## config.mk

```make
export PLATFORM = sky130hd
export DESIGN_NAME = iopmp_cfg_axil_bridge
export DESIGN_NICKNAME = d
export VERILOG_FILES = /design/src/rtl/iopmp_cfg_axil_bridge.sv
export SDC_FILE = /design/constraint.sdc
export NUM_CORES = 1
export LEC_CHECK = 0
export CAP_MARGIN = 20
export CORE_MARGIN = 10
export CORE_UTILIZATION = 43
export DETAILED_ROUTE_END_ITERATION = 12
export PLACE_DENSITY_LB_ADDON = 0.08
export RECOVER_POWER = 50
export SYNTH_ARGS = -nofsm -noshare
export SYNTH_HDL_FRONTEND = slang
export SYNTH_SLANG_ARGS = --single-unit
```

## constraint.sdc

```tcl
create_clock -name clk_i -period 1.8 [get_ports clk_i]
set_input_delay 0.45 -clock clk_i [delete_from_list [all_inputs] [get_ports clk_i]]
set_output_delay 0.45 -clock clk_i [all_outputs]
set_load 0.03 [all_outputs]
```

## src/rtl/iopmp_cfg_axil_bridge.sv

```systemverilog
// AXI4-Lite responder for the IOPMP configuration window.
// Each accepted transaction becomes one single-cycle access on the iopmp config port.
module iopmp_cfg_axil_bridge #(
  parameter int unsigned AXI_ADDR_WIDTH = 32,
  parameter int unsigned AXI_DATA_WIDTH = 32,
  parameter logic [AXI_ADDR_WIDTH-1:0] CFG_ADDR_BASE = AXI_ADDR_WIDTH'(32'h5000_0000)
) (
  input  logic                        clk_i,
  input  logic                        rst_i,
  input  logic [AXI_ADDR_WIDTH-1:0]   s_awaddr,
  input  logic                        s_awvalid,
  output logic                        s_awready,
  input  logic [AXI_DATA_WIDTH-1:0]   s_wdata,
  input  logic [AXI_DATA_WIDTH/8-1:0] s_wstrb,
  input  logic                        s_wvalid,
  output logic                        s_wready,
  output logic [1:0]                  s_bresp,
  output logic                        s_bvalid,
  input  logic                        s_bready,
  input  logic [AXI_ADDR_WIDTH-1:0]   s_araddr,
  input  logic                        s_arvalid,
  output logic                        s_arready,
  output logic [AXI_DATA_WIDTH-1:0]   s_rdata,
  output logic [1:0]                  s_rresp,
  output logic                        s_rvalid,
  input  logic                        s_rready,
  output logic [AXI_ADDR_WIDTH-1:0]   address_cfg,
  output logic                        en_cfg,
  output logic                        we_cfg,
  output logic [AXI_DATA_WIDTH-1:0]   wdata_cfg,
  input  logic [AXI_DATA_WIDTH-1:0]   rdata_cfg
);

  localparam int unsigned STRB_WIDTH  = AXI_DATA_WIDTH / 8;
  localparam logic [1:0]  RESP_OKAY   = 2'b00;
  localparam logic [1:0]  RESP_SLVERR = 2'b10;
  localparam logic [1:0]  RESP_DECERR = 2'b11;

  typedef enum logic [2:0] {
    IDLE,
    WR_EXEC,
    WR_RESP,
    RD_EXEC,
    RD_RESP
  } state_t;

  state_t state;

  logic                      aw_full, w_full, ar_full;
  logic [AXI_ADDR_WIDTH-1:0] aw_buf, ar_buf;
  logic [AXI_DATA_WIDTH-1:0] w_buf;
  logic [STRB_WIDTH-1:0]     wstrb_buf;
  logic                      prio_wr;

  logic                      aw_hs, w_hs, ar_hs;
  logic [AXI_ADDR_WIDTH-1:0] aw_addr_cur, ar_addr_cur;
  logic [AXI_DATA_WIDTH-1:0] w_data_cur;
  logic [STRB_WIDTH-1:0]     w_strb_cur;
  logic                      wr_pend, rd_pend, grant_wr, grant_rd;
  logic [1:0]                wr_dec, rd_dec;
  logic                      aw_full_n, w_full_n, ar_full_n;

  // Window decode: base match first, then alignment and full-strobe checks.
  function automatic logic [1:0] decode(input logic [AXI_ADDR_WIDTH-1:0] addr,
                                        input logic strb_ok);
    if (addr[AXI_ADDR_WIDTH-1:16] != CFG_ADDR_BASE[AXI_ADDR_WIDTH-1:16])
      return RESP_DECERR;
    else if ((addr[1:0] != 2'b00) || !strb_ok)
      return RESP_SLVERR;
    else
      return RESP_OKAY;
  endfunction

  assign aw_hs = s_awvalid & s_awready;
  assign w_hs  = s_wvalid & s_wready;
  assign ar_hs = s_arvalid & s_arready;

  // Bypass the buffers so a request arriving in IDLE executes on the next cycle.
  assign aw_addr_cur = aw_full ? aw_buf    : s_awaddr;
  assign w_data_cur  = w_full  ? w_buf     : s_wdata;
  assign w_strb_cur  = w_full  ? wstrb_buf : s_wstrb;
  assign ar_addr_cur = ar_full ? ar_buf    : s_araddr;

  assign wr_pend  = (aw_full | aw_hs) & (w_full | w_hs);
  assign rd_pend  = ar_full | ar_hs;
  assign grant_wr = wr_pend & (~rd_pend | prio_wr);
  assign grant_rd = rd_pend & (~wr_pend | ~prio_wr);

  assign wr_dec = decode(aw_addr_cur, &w_strb_cur);
  assign rd_dec = decode(ar_addr_cur, 1'b1);

  assign aw_full_n = (state != WR_EXEC) & (aw_full | aw_hs);
  assign w_full_n  = (state != WR_EXEC) & (w_full | w_hs);
  assign ar_full_n = (state != RD_EXEC) & (ar_full | ar_hs);

  always_ff @(posedge clk_i) begin
    if (rst_i) begin
      state       <= IDLE;
      aw_full     <= 1'b0;
      w_full      <= 1'b0;
      ar_full     <= 1'b0;
      aw_buf      <= '0;
      w_buf       <= '0;
      wstrb_buf   <= '0;
      ar_buf      <= '0;
      prio_wr     <= 1'b1;
      s_awready   <= 1'b0;
      s_wready    <= 1'b0;
      s_arready   <= 1'b0;
      s_bvalid    <= 1'b0;
      s_bresp     <= RESP_OKAY;
      s_rvalid    <= 1'b0;
      s_rresp     <= RESP_OKAY;
      s_rdata     <= '0;
      en_cfg      <= 1'b0;
      we_cfg      <= 1'b0;
      address_cfg <= '0;
      wdata_cfg   <= '0;
    end else begin
      en_cfg    <= 1'b0;
      we_cfg    <= 1'b0;
      aw_full   <= aw_full_n;
      w_full    <= w_full_n;
      ar_full   <= ar_full_n;
      s_awready <= ~aw_full_n;
      s_wready  <= ~w_full_n;
      s_arready <= ~ar_full_n;
      if (aw_hs) aw_buf <= s_awaddr;
      if (w_hs) begin
        w_buf     <= s_wdata;
        wstrb_buf <= s_wstrb;
      end
      if (ar_hs) ar_buf <= s_araddr;

      case (state)
        IDLE: begin
          if (grant_wr) begin
            state   <= WR_EXEC;
            s_bresp <= wr_dec;
            if (rd_pend) prio_wr <= 1'b0;
            if (wr_dec == RESP_OKAY) begin
              en_cfg      <= 1'b1;
              we_cfg      <= 1'b1;
              address_cfg <= aw_addr_cur;
              wdata_cfg   <= w_data_cur;
            end
          end else if (grant_rd) begin
            state   <= RD_EXEC;
            s_rresp <= rd_dec;
            if (wr_pend) prio_wr <= 1'b1;
            if (rd_dec == RESP_OKAY) begin
              en_cfg      <= 1'b1;
              address_cfg <= ar_addr_cur;
            end
          end
        end
        WR_EXEC: begin
          state    <= WR_RESP;
          s_bvalid <= 1'b1;
        end
        WR_RESP: begin
          if (s_bready) begin
            s_bvalid <= 1'b0;
            state    <= IDLE;
          end
        end
        RD_EXEC: begin
          state    <= RD_RESP;
          s_rvalid <= 1'b1;
          s_rdata  <= (s_rresp == RESP_OKAY) ? rdata_cfg : '0;
        end
        RD_RESP: begin
          if (s_rready) begin
            s_rvalid <= 1'b0;
            state    <= IDLE;
          end
        end
        default: state <= IDLE;
      endcase
    end
  end

endmodule
```

==> out/qor.yml <==
cells_and_area:
  finalInstanceArea_um2: 12500
  drive_gt1_share_pct: 14.8
  final_common_cell: "nand2_1"
  layout_common_cells: "nand2_1 (269), dfxtp_1 (206), a21oi_1 (137)"
  fin_nets: 1346
  diodes: 0
  area_growth_pct: 49.7
outcome:
  status: "complete, but fails checks"
  violations: "negative setup slack"
critical_path:
  crit_arrival_ps: 2430
  start_kind: "primary input"
  path_class: "in2reg"
  crit_path_end_kind: "flop"
  worst-path-max-fanout: 18
  cp.required_ps: 2230
timing:
  setup_ws_ps: -194
  tightest_slew_ps: 825
  fmax_mhz: 501
  fin_setup_tns_ps: -9960
  setup_viol: 67
  fin_crit_sh_pct: 111
  hold_viol_final: 0
  grt_setup_unrepaired: "true"
  period_needed_ps: 1990
  slew_viol_final: 0
  fin_skew_ps: 25.8
  relSlewSlack_pct: 45.0
yosys:
  synth_cell_types: 40
  synth_nets: 1089
  synth-seq-cells: 214
  synthFlopType: "dfxtp_1"
  async_flop_share_pct: 0
  synth_warnings: 0
  avgSynthCellArea_um2: 8.78
  syn_inst: 950
  syn_area_um2: 8340
  ys_seq_area_share_pct: 51.4
  synth-edff-count: 0
pwr:
  finalPower_mw: 11.9
  p_leak_nw: 4.97
  p_comb_share_pct: 13.2
  clkPwrFrac_pct: 44.7
  power.density_nw_per_um2: 956
  pwr-share-seq_pct: 42.1
  intPower_mw: 8.99
  p_sw_mw: 2.95
  swShare_pct: 24.7
  irDropWorstVdd_uv: 718
clocking:
  cts_tree: "done"
  htreeDepth: 1
  cts.sinks: 214
  worstSkewPairLatency_ps: 520
  clock_path_buffers: 3
  clockRootBuffer: "clkbuf_16"
  clk_pin_slew_ps: 60
  numCtsBuffers: 24
placement:
  hpwlAfterDp_um: 17200
  port_buffers: 245
  gp_congestion: 0.776
  placed_area_um2: 11300
worst_hold_path:
  hp-class: "in2reg"
drt:
  wl_per_cell_um: 17.3
  route.detailed.drc: 0
  drtIter0Drc: 291
  drt.antenna.violating_nets: 0
  routed_via_density: 5.07
  dr.pass1.iters: 4
  totalWireLength_um: 25700
  vias: 7522
global_route:
  grt_antenna_before_repair: 0
  grt_usage_pct: 18.8
  grt_pass1_wl_um: 40200
  grt_pass1_vias: 7446
  grt_max_degree: 38
  grt_overflow: 0
die:
  die_w_um: 159
  core_area_um2: 18900
  io_pins: 246
  die-area_um2: 25400
  die_y_um: 159
  start_util_pct: 44.1
  rows: 50
flow_run:
  cap_violations: 0
## cell families (layout without fill, tap and decap cells)
family	Yosys count	in the layout	share of synthesized area, %
and+or+nand+nor	379	379	20.0
buffers and inverters	78	353	4.20
AOI/OAI and AO/OA	201	201	14.9
DFF	214	214	51.4
muxes	78	78	9.57
## routing by layer
layer	track usage, %	share of wire [%]
met5	0	0
met4	4.72	2.0
met3	6.95	8.3
met2	30.0	47
met1	23.4	43
## power by group through the flow
stage                     Combinational, mW  Sequential [mW]  Clock (mW)
after floorplan                       0.794             5.16           0
after global placement                 1.56             5.12           0
after global routing                   1.72             5.05        5.65
final                                  1.57             5.03        5.33
after CTS                              1.56             5.03        5.43
after detailed placement               1.58             5.13           0
## Yosys cell counts (10+ instances only)
cell type	n	area share [%]
nand2_1	269	12
dfxtp_1	214	51
a21oi_1	137	8.2
mux2i_1	64	7.7
clkbuf_1	42	1.9
nand3_1	33	2.0
o2bb2ai_1	32	3.4
buf_1	17	0.77
nor3b_1	17	1.5
mux2_2	14	1.9
nor2_1	14	0.63
o211ai_1	14	1.3
buf_2	10	0.60
## through the flow
step / hold WS [ps] / utilization [%] / std cells / setup slack [ps]
2_1_floorplan: 432 / - / 950 / -36.5
3_3_place_gp: 437 / 59.9 / 1433 / -703
3_5_place_dp: 443 / 59.9 / 1433 / -758
4_1_cts: 246 / 65.0 / 1483 / -159
5_1_grt: 236 / 66.1 / 1485 / -264
6_report: 256 / 66.1 / 1485 / -194
## state kept, by name (all words and copies together) (netlist names), 2 cells and up
signal / count
aw_buf: 32
state: 3
w_buf: 32
s_bresp: 2
address_cfg: 32
s_rresp: 2
wstrb_buf: 4
wdata_cfg: 32
ar_buf: 32
s_rdata: 32
## path summary, 6_finish.rpt
check        slack (ps)            end   startpoint  cells after the start
max                -190  wdata_cfg[22]     s_wvalid                      8
min                 260         en_cfg        rst_i                      2
max reg2reg        -170  wdata_cfg[22]   aw_buf[26]                      9
min reg2reg         450    s_rdata[12]  s_rdata[12]                      2
## critical path, cell delays in order
cell and delay (ps):
dlygate4sd3_1 580, and2_4 190, o22ai_4 140, o21bai_4 170, and4b_4 270, a21oi_4 290
buf_12 200, o2bb2ai_1 120
## layout make-up
class                           count  area, µm²
Inverter                            3       11.3
Tap cell                          260        325
Sequential cell                   214       4300
Clock inverter                      9        129
Timing Repair Buffer              306       2930
Multi-Input combinational cell    658       4040
Fill cell                        1620       6410
Clock buffer                       35        754
## timing repair
item | 4_1_cts | 5_1_grt
endpoints found under the setup margin | 174 | 73
hold buffers | 0 | 0
pin swaps | 18 | 13
gates resized for setup | 160 | 43
hold endpoints to repair | 0 | 0
buffers inserted | 4 | 1
cloned | 2 | 4
Note: power is estimated with default switching activity, not from simulation.
